$ cat config.mk
export PLATFORM = sky130hd
export DESIGN_NAME = fifo_wr_arbiter_flat
export DESIGN_NICKNAME = d
export VERILOG_FILES = /design/src/rtl/fifo_wr_arbiter_if.sv /design/src/rtl/fifo_wr_arbiter.sv /design/src/flat_wrapper.sv
export SDC_FILE = /design/constraint.sdc
export NUM_CORES = 1
export LEC_CHECK = 0
export ABC_AREA = 0
export CAP_MARGIN = 20
export CORE_MARGIN = 2
export CORE_UTILIZATION = 36
export CTS_BUF_LIST = sky130_fd_sc_hd__clkbuf_4 sky130_fd_sc_hd__clkbuf_8
export DETAILED_ROUTE_END_ITERATION = 12
export PLACE_DENSITY = 0.79
export SLEW_MARGIN = 20
export SYNTH_ARGS = -nofsm -noshare
export SYNTH_HDL_FRONTEND = slang
export SYNTH_SLANG_ARGS = --single-unit
$ cat constraint.sdc
create_clock -name clk -period 2.8 [get_ports clk]
set_clock_uncertainty 0.2 [all_clocks]
set_input_delay 0.7 -clock clk [delete_from_list [all_inputs] [get_ports clk]]
set_output_delay 0.7 -clock clk [all_outputs]
set_load 0.01 [all_outputs]
$ cat src/rtl/fifo_wr_arbiter_if.sv
// ---------------------------------------------------------------------------
// fifo_wr_arbiter_if
//   Bundles the producer-side handshake and the FIFO write-side signals of
//   fifo_wr_arbiter into one interface.
//
// Parameters
//   N_REQ   number of producers
//   DATA_W  word width (matches the FIFO write word)
//
// Signals
//   req_valid    [N_REQ]         per-producer word valid
//   req_data     [N_REQ*DATA_W]  producer i word at [i*DATA_W +: DATA_W]
//   req_ready    [N_REQ]         per-producer accept strobe
//   fifo_full                    FIFO full flag
//   fifo_wr_en                   FIFO write strobe
//   fifo_wr_data [DATA_W]        FIFO write word
//   grant_id     [clog2(N_REQ)]  current / last granted producer
//   busy                         high while a burst is in progress
//
// Modports
//   master : the producers plus the FIFO (drives requests and full flag)
//   slave  : the arbiter
// ---------------------------------------------------------------------------
interface fifo_wr_arbiter_if #(
    parameter int N_REQ  = 4,
    parameter int DATA_W = 16
);
    localparam int ID_W = (N_REQ > 1) ? $clog2(N_REQ) : 1;

    logic [N_REQ-1:0]        req_valid;
    logic [N_REQ*DATA_W-1:0] req_data;
    logic [N_REQ-1:0]        req_ready;
    logic                    fifo_full;
    logic                    fifo_wr_en;
    logic [DATA_W-1:0]       fifo_wr_data;
    logic [ID_W-1:0]         grant_id;
    logic                    busy;

    modport master (
        output req_valid,
        output req_data,
        output fifo_full,
        input  req_ready,
        input  fifo_wr_en,
        input  fifo_wr_data,
        input  grant_id,
        input  busy
    );

    modport slave (
        input  req_valid,
        input  req_data,
        input  fifo_full,
        output req_ready,
        output fifo_wr_en,
        output fifo_wr_data,
        output grant_id,
        output busy
    );
endinterface

$ cat src/rtl/fifo_wr_arbiter.sv
// ---------------------------------------------------------------------------
// fifo_wr_arbiter
//   Shares the single write port of a FIFO among N_REQ producers using
//   round-robin arbitration with burst locking. A granted producer owns the
//   port for up to MAX_BURST accepted words, or until it drops valid, and
//   then the port goes back through one arbitration cycle.
//
// Parameters
//   N_REQ      number of producers (2..8)
//   DATA_W     word width, equal to the FIFO write word
//   MAX_BURST  maximum words accepted per grant (1..255)
//
// Ports
//   clk         rising-edge clock
//   rst_n       asynchronous active-low reset
//   bus         fifo_wr_arbiter_if.slave (producer handshake + FIFO write side)
//   stat_words  [N_REQ*16] per-producer accepted-word counters
//               (present only when ARB_STATS_EN is defined)
//
// Optional feature macro: ARB_STATS_EN
// ---------------------------------------------------------------------------
module fifo_wr_arbiter #(
    parameter int N_REQ     = 4,
    parameter int DATA_W    = 16,
    parameter int MAX_BURST = 8
) (
    input  logic                  clk,
    input  logic                  rst_n,
    fifo_wr_arbiter_if.slave      bus
`ifdef ARB_STATS_EN
    ,
    output logic [N_REQ*16-1:0]   stat_words
`endif
);

    localparam int ID_W   = (N_REQ > 1) ? $clog2(N_REQ) : 1;
    localparam int SCAN_W = ID_W + 1;
    localparam logic [7:0] LAST_CNT = 8'(MAX_BURST - 1);

    typedef enum logic {
        IDLE  = 1'b0,
        BURST = 1'b1
    } state_t;

    state_t            state_q, state_d;
    logic [ID_W-1:0]   grant_id_q, grant_id_d;
    logic [ID_W-1:0]   rr_ptr_q, rr_ptr_d;
    logic [7:0]        burst_cnt_q, burst_cnt_d;
    logic              busy_q, busy_d;

    logic              pick_found;
    logic [ID_W-1:0]   pick_idx;
    logic [SCAN_W-1:0] scan_idx;

    logic              in_burst;
    logic              sel_valid;
    logic [DATA_W-1:0] sel_data;
    logic              accept;
    logic [N_REQ-1:0]  req_ready_c;

    // Round-robin pick: scan rr_ptr+1, rr_ptr+2, ... wrapping at N_REQ.
    // The sum is one bit wider so the wrap needs only a single subtract.
    always_comb begin
        pick_found = 1'b0;
        pick_idx   = '0;
        scan_idx   = '0;
        for (int k = 1; k <= N_REQ; k++) begin
            scan_idx = {1'b0, rr_ptr_q} + SCAN_W'(k);
            if (scan_idx >= SCAN_W'(N_REQ)) begin
                scan_idx = scan_idx - SCAN_W'(N_REQ);
            end
            if (!pick_found && bus.req_valid[scan_idx[ID_W-1:0]]) begin
                pick_found = 1'b1;
                pick_idx   = scan_idx[ID_W-1:0];
            end
        end
    end

    // Select the granted producer's valid and data word.
    always_comb begin
        sel_valid = 1'b0;
        sel_data  = '0;
        for (int i = 0; i < N_REQ; i++) begin
            if (grant_id_q == ID_W'(i)) begin
                sel_valid = bus.req_valid[i];
                sel_data  = bus.req_data[i*DATA_W +: DATA_W];
            end
        end
    end

    assign in_burst = (state_q == BURST);
    assign accept   = in_burst && sel_valid && !bus.fifo_full;

    // Only the granted producer sees ready, and only while the FIFO has room.
    always_comb begin
        req_ready_c = '0;
        for (int i = 0; i < N_REQ; i++) begin
            if (in_burst && !bus.fifo_full && (grant_id_q == ID_W'(i))) begin
                req_ready_c[i] = 1'b1;
            end
        end
    end

    assign bus.req_ready    = req_ready_c;
    assign bus.fifo_wr_en   = accept;
    assign bus.fifo_wr_data = in_burst ? sel_data : '0;
    assign bus.grant_id     = grant_id_q;
    assign bus.busy         = busy_q;

    // Next-state logic. A granted producer dropping valid releases the port
    // even while the FIFO is full, since it has nothing left to send.
    always_comb begin
        state_d     = state_q;
        grant_id_d  = grant_id_q;
        rr_ptr_d    = rr_ptr_q;
        burst_cnt_d = burst_cnt_q;
        busy_d      = busy_q;
        case (state_q)
            IDLE: begin
                if (pick_found) begin
                    state_d     = BURST;
                    grant_id_d  = pick_idx;
                    burst_cnt_d = '0;
                    busy_d      = 1'b1;
                end
            end
            BURST: begin
                if (!sel_valid) begin
                    state_d  = IDLE;
                    rr_ptr_d = grant_id_q;
                    busy_d   = 1'b0;
                end else if (accept) begin
                    burst_cnt_d = burst_cnt_q + 8'd1;
                    if (burst_cnt_q == LAST_CNT) begin
                        state_d  = IDLE;
                        rr_ptr_d = grant_id_q;
                        busy_d   = 1'b0;
                    end
                end
            end
            default: begin
                state_d = IDLE;
                busy_d  = 1'b0;
            end
        endcase
    end

    // FSM and registered outputs. rr_ptr resets to the last producer so
    // that producer 0 wins the first arbitration.
    always_ff @(posedge clk or negedge rst_n) begin
        if (!rst_n) begin
            state_q     <= IDLE;
            grant_id_q  <= '0;
            rr_ptr_q    <= ID_W'(N_REQ - 1);
            burst_cnt_q <= '0;
            busy_q      <= 1'b0;
        end else begin
            state_q     <= state_d;
            grant_id_q  <= grant_id_d;
            rr_ptr_q    <= rr_ptr_d;
            burst_cnt_q <= burst_cnt_d;
            busy_q      <= busy_d;
        end
    end

`ifdef ARB_STATS_EN
    logic [15:0] stat_q [N_REQ];
    logic [15:0] stat_d [N_REQ];

    // Per-producer accepted-word counters; 16-bit wrap is intentional.
    always_comb begin
        for (int i = 0; i < N_REQ; i++) begin
            stat_d[i] = stat_q[i];
            if (accept && (grant_id_q == ID_W'(i))) begin
                stat_d[i] = stat_q[i] + 16'd1;
            end
        end
    end

    always_ff @(posedge clk or negedge rst_n) begin
        if (!rst_n) begin
            for (int i = 0; i < N_REQ; i++) begin
                stat_q[i] <= '0;
            end
        end else begin
            for (int i = 0; i < N_REQ; i++) begin
                stat_q[i] <= stat_d[i];
            end
        end
    end

    always_comb begin
        stat_words = '0;
        for (int i = 0; i < N_REQ; i++) begin
            stat_words[i*16 +: 16] = stat_q[i];
        end
    end
`endif

endmodule

$ cat src/flat_wrapper.sv
// flat-port wrapper written by rule: the top's interface ports become plain ports
module fifo_wr_arbiter_flat 
#(
    parameter int N_REQ     = 4,
    parameter int DATA_W    = 16,
    parameter int MAX_BURST = 8
)
  (clk, rst_n, bus_req_valid, bus_req_data, bus_fifo_full, bus_req_ready, bus_fifo_wr_en, bus_fifo_wr_data, bus_grant_id, bus_busy);
  fifo_wr_arbiter_if #(.N_REQ(N_REQ), .DATA_W(DATA_W)) bus_i ();
  input  logic clk;
  input  logic rst_n;
  input wire logic [$bits(bus_i.req_valid)-1:0] bus_req_valid;
  input wire logic [$bits(bus_i.req_data)-1:0] bus_req_data;
  input wire logic [$bits(bus_i.fifo_full)-1:0] bus_fifo_full;
  output wire logic [$bits(bus_i.req_ready)-1:0] bus_req_ready;
  output wire logic [$bits(bus_i.fifo_wr_en)-1:0] bus_fifo_wr_en;
  output wire logic [$bits(bus_i.fifo_wr_data)-1:0] bus_fifo_wr_data;
  output wire logic [$bits(bus_i.grant_id)-1:0] bus_grant_id;
  output wire logic [$bits(bus_i.busy)-1:0] bus_busy;
  assign bus_i.req_valid = bus_req_valid;
  assign bus_i.req_data = bus_req_data;
  assign bus_i.fifo_full = bus_fifo_full;
  assign bus_req_ready = bus_i.req_ready;
  assign bus_fifo_wr_en = bus_i.fifo_wr_en;
  assign bus_fifo_wr_data = bus_i.fifo_wr_data;
  assign bus_grant_id = bus_i.grant_id;
  assign bus_busy = bus_i.busy;
  fifo_wr_arbiter #(.N_REQ(N_REQ), .DATA_W(DATA_W), .MAX_BURST(MAX_BURST)) u_core (.clk(clk), .rst_n(rst_n), .bus(bus_i));
endmodule
==> reports/results.tsv <==
metric	value	unit
outcome	finished clean	
Comb pwr share	71.8	%
Ports	95	
CTS Sinks	14	
max cap viols	0	
post-DP HPWL	3800	um
Tot GR Track Use	21.8	%
most frequent cells in the layout	68 x clkdlybuf4s50_1, 17 x mux4_2, 16 x buf_4, 16 x buf_2, 13 x and2_1	
Ys Warns	0	
CP Launch Type	input pin	
DIE HEIGHT	65.3	um
Top Usage Layer GRT	met2	
Worst slew margin	57.7	%
gr ovfl total	0	
Power Total	1.89	mW
Distinct cells, synth	33	
Hold Crit Start	u_core.burst_cnt_q[0]$_DFFE_PN0P_	
number of global-route vias before repair	1439	
largest net degree at the start of global routing	24	
FP Rows	22	
fin area	2450	um2
total CTS buffers	3	
LEAKAGE	1.14	nW
first-pass GRT wire length	7080	um
RSZ-0062 raised after global routing	false	
Core ar.	3630	um2
Pwr Density	772	nW/um2
Antenna Diode Count	0	
Post-DRT Antenna Nets	0	
CTS root buffer	clkbuf_8	
WP data required	1.90	ns
Post-Syn Area	1350	um2
fmax	360	MHz
worst skew pair latency	0.25	ns
die area	4270	um2
CP Capture Type	primary output	
grt met1 use	25.2	%
share of cells above drive strength 1	30.4	%
# port buffers	94	
CTS Buffer Depth	2	
nets	300	
Iter 0 DRT Violations	33	
Avg Inst Size Synth	11.0	um2
FF+latch area	353	um2
Net Sw Frac	37.3	%
vias	1447	
Fillers	293	
Mapped Cells	123	
footprint of the multi-input gates	952	um2
Period minus WS final	2.78	ns
Max VDD drop	0.737	mV
# DRC	0	
commonest non-fill, non-tap cell in the layout	clkdlybuf4s50_1	
syn nets	195	
count of final hold-check violations	0	
CTS tree	yes	
worst-path cell chain	clkdlybuf4s50_1 > mux4_2 > and2_1 > buf_2	
Switching Power	706	uW
clk slew on worst S/H paths	0.06	ns
reg2reg start	u_core.in_burst$_DFF_PN0_	
Final Util	67.4	%
Slew @ Worst Pin	0.632	ns
Die Wd	65.3	um
wire per inst	17.2	um
#FFs+latches synth	14	
clock network fraction of design power	10.4	%
internal power	1.19	mW
DR vias/cell	5.26	
Hold Crit Class	reg -> reg	
fin. max-slew vios	0	
grt met2 use	39.9	%
Critical Path AT	1.88	ns
Post-Route WL	4730	um
CTS H-tree lvls	1	
met3 Use GR	4.62	%
area grow syn2layout	81.0	%
Post-DP Area	2450	um2
critical path's largest stage delay	0.46	ns
endpoints failing setup	0	
sequential power share	17.8	%
crit path kind	in -> out	
gpl congestion	0.817	
CP max stage cell	mux4_2	
crit path from	bus_req_data[50]	
initial antenna violation count	0	
Seq/Total Area, Yosys	26.1	%
1st-pass router iterations	4	
crit-path max FO	1	
Final Cycle Share	99.1	%
initial core utilization	37.3	%
## power by group through the flow
stage	logic [mW]	clock network, mW	registers, mW
floorplan	0.803	0	0.328
global placement	1.44	0	0.337
detailed placement	1.47	0	0.339
CTS	1.33	0.201	0.337
global route	1.46	0.208	0.349
finish	1.36	0.196	0.338
## per-stage QoR
step | cells | worst slack (ns) | hold WS [ns] | setup TNS, ns
6_report | 275 | 0.0246 | 0.306 | 0
5_1_grt | 275 | 0.00128 | 0.343 | 0
4_1_cts | 275 | 0.0000477 | 0.304 | 0
3_5_place_dp | 271 | -0.353 | 0.294 | -5.87
3_3_place_gp | 271 | -0.359 | 0.278 | -5.73
2_1_floorplan | 123 | 0.354 | 0.204 | 0
## final cells by class
class                      count  area share, %
multi-input combinational     95           38.9
clock buffer                   4           2.25
timing repair buffer         111           41.6
inverter                       3          0.460
tap                           48           2.45
sequential                    14           14.4
## cells by family (layout without fill, tap and decap cells)
| family | after synthesis | after routing | synth area share [%] |
|---|---|---|---|
| simple gates | 48 | 48 | 21.7 |
| buf+inv | 14 | 118 | 4.71 |
| fa+ha+maj | 1 | 1 | 0.924 |
| compound gates | 19 | 19 | 10.2 |
| mux | 27 | 27 | 36.4 |
| flops | 14 | 14 | 26.1 |
## synthesized netlist by cell type, drive strengths merged
library cell / count / area [um2]
and2: 17 / 106
mux4: 17 / 383
dfrtp: 12 / 300
mux2i: 8 / 80.1
o21ai: 8 / 40.0
clkbuf: 7 / 26.3
and3: 5 / 31.3
a21oi: 4 / 20.0
buf: 4 / 26.3
nand2: 4 / 15.0
inv: 3 / 11.3
nand3: 3 / 15.0
nand4: 3 / 18.8
nor2: 3 / 11.3
o21bai: 3 / 22.5
and3b: 2 / 17.5
dfstp: 2 / 52.6
mux2: 2 / 30.0
nor2b: 2 / 12.5
nor4: 2 / 12.5
a31o: 1 / 8.76
and4: 1 / 8.76
ha: 1 / 12.5
nand2b: 1 / 6.26
nor3: 1 / 5.00
nor3b: 1 / 7.51
o31ai: 1 / 7.51
o32ai: 1 / 27.5
o41a: 1 / 11.3
or2: 1 / 6.26
or3: 1 / 6.26
or4b: 1 / 13.8
## layer usage
metal / up-vias / routed length [um]
met3: 10 / 427
met5: - / 0
met4: 0 / 86
li1: 682 / -
met2: 73 / 2350
met1: 682 / 1860
## state kept, by name, summed over array words and instances (netlist names)
signal               flops
u_core.bus.grant_id      2
u_core.rr_ptr_q          2
u_core.bus.busy          1
u_core.burst_cnt_q       8
u_core.in_burst          1
## worst paths after layout
check,end,slack [ns],cells past startpoint
worst min-delay path,u_core.burst_cnt_q[0]$_DFFE_PN0P_,0.31,1
max in group asynchronous,u_core.burst_cnt_q[1]$_DFFE_PN0P_,1.35,1
worst max register to register,u_core.rr_ptr_q[0]$_DFFE_PN1P_,0.74,4
min in group asynchronous,u_core.burst_cnt_q[2]$_DFFE_PN0P_,0.65,1
worst min register to register,u_core.burst_cnt_q[0]$_DFFE_PN0P_,0.31,1
worst max-delay path,bus_fifo_wr_data[2],0.02,4
## critical path: cells and delay by family
kind / cells / cell delay [ns]
buffers and inverters: 2 / 0.55
muxes: 1 / 0.46
and+or+nand+nor: 1 / 0.17
## timing repair
| action | in CTS | in global routing |
|---|---|---|
| setup endpoints to repair | 21 | 7 |
| pin swaps | 1 | 2 |
| resized for setup | 73 | 11 |
| hold buffers | 0 | 0 |
| buffers inserted | 0 | 0 |
(Power assumes the default switching activity.)
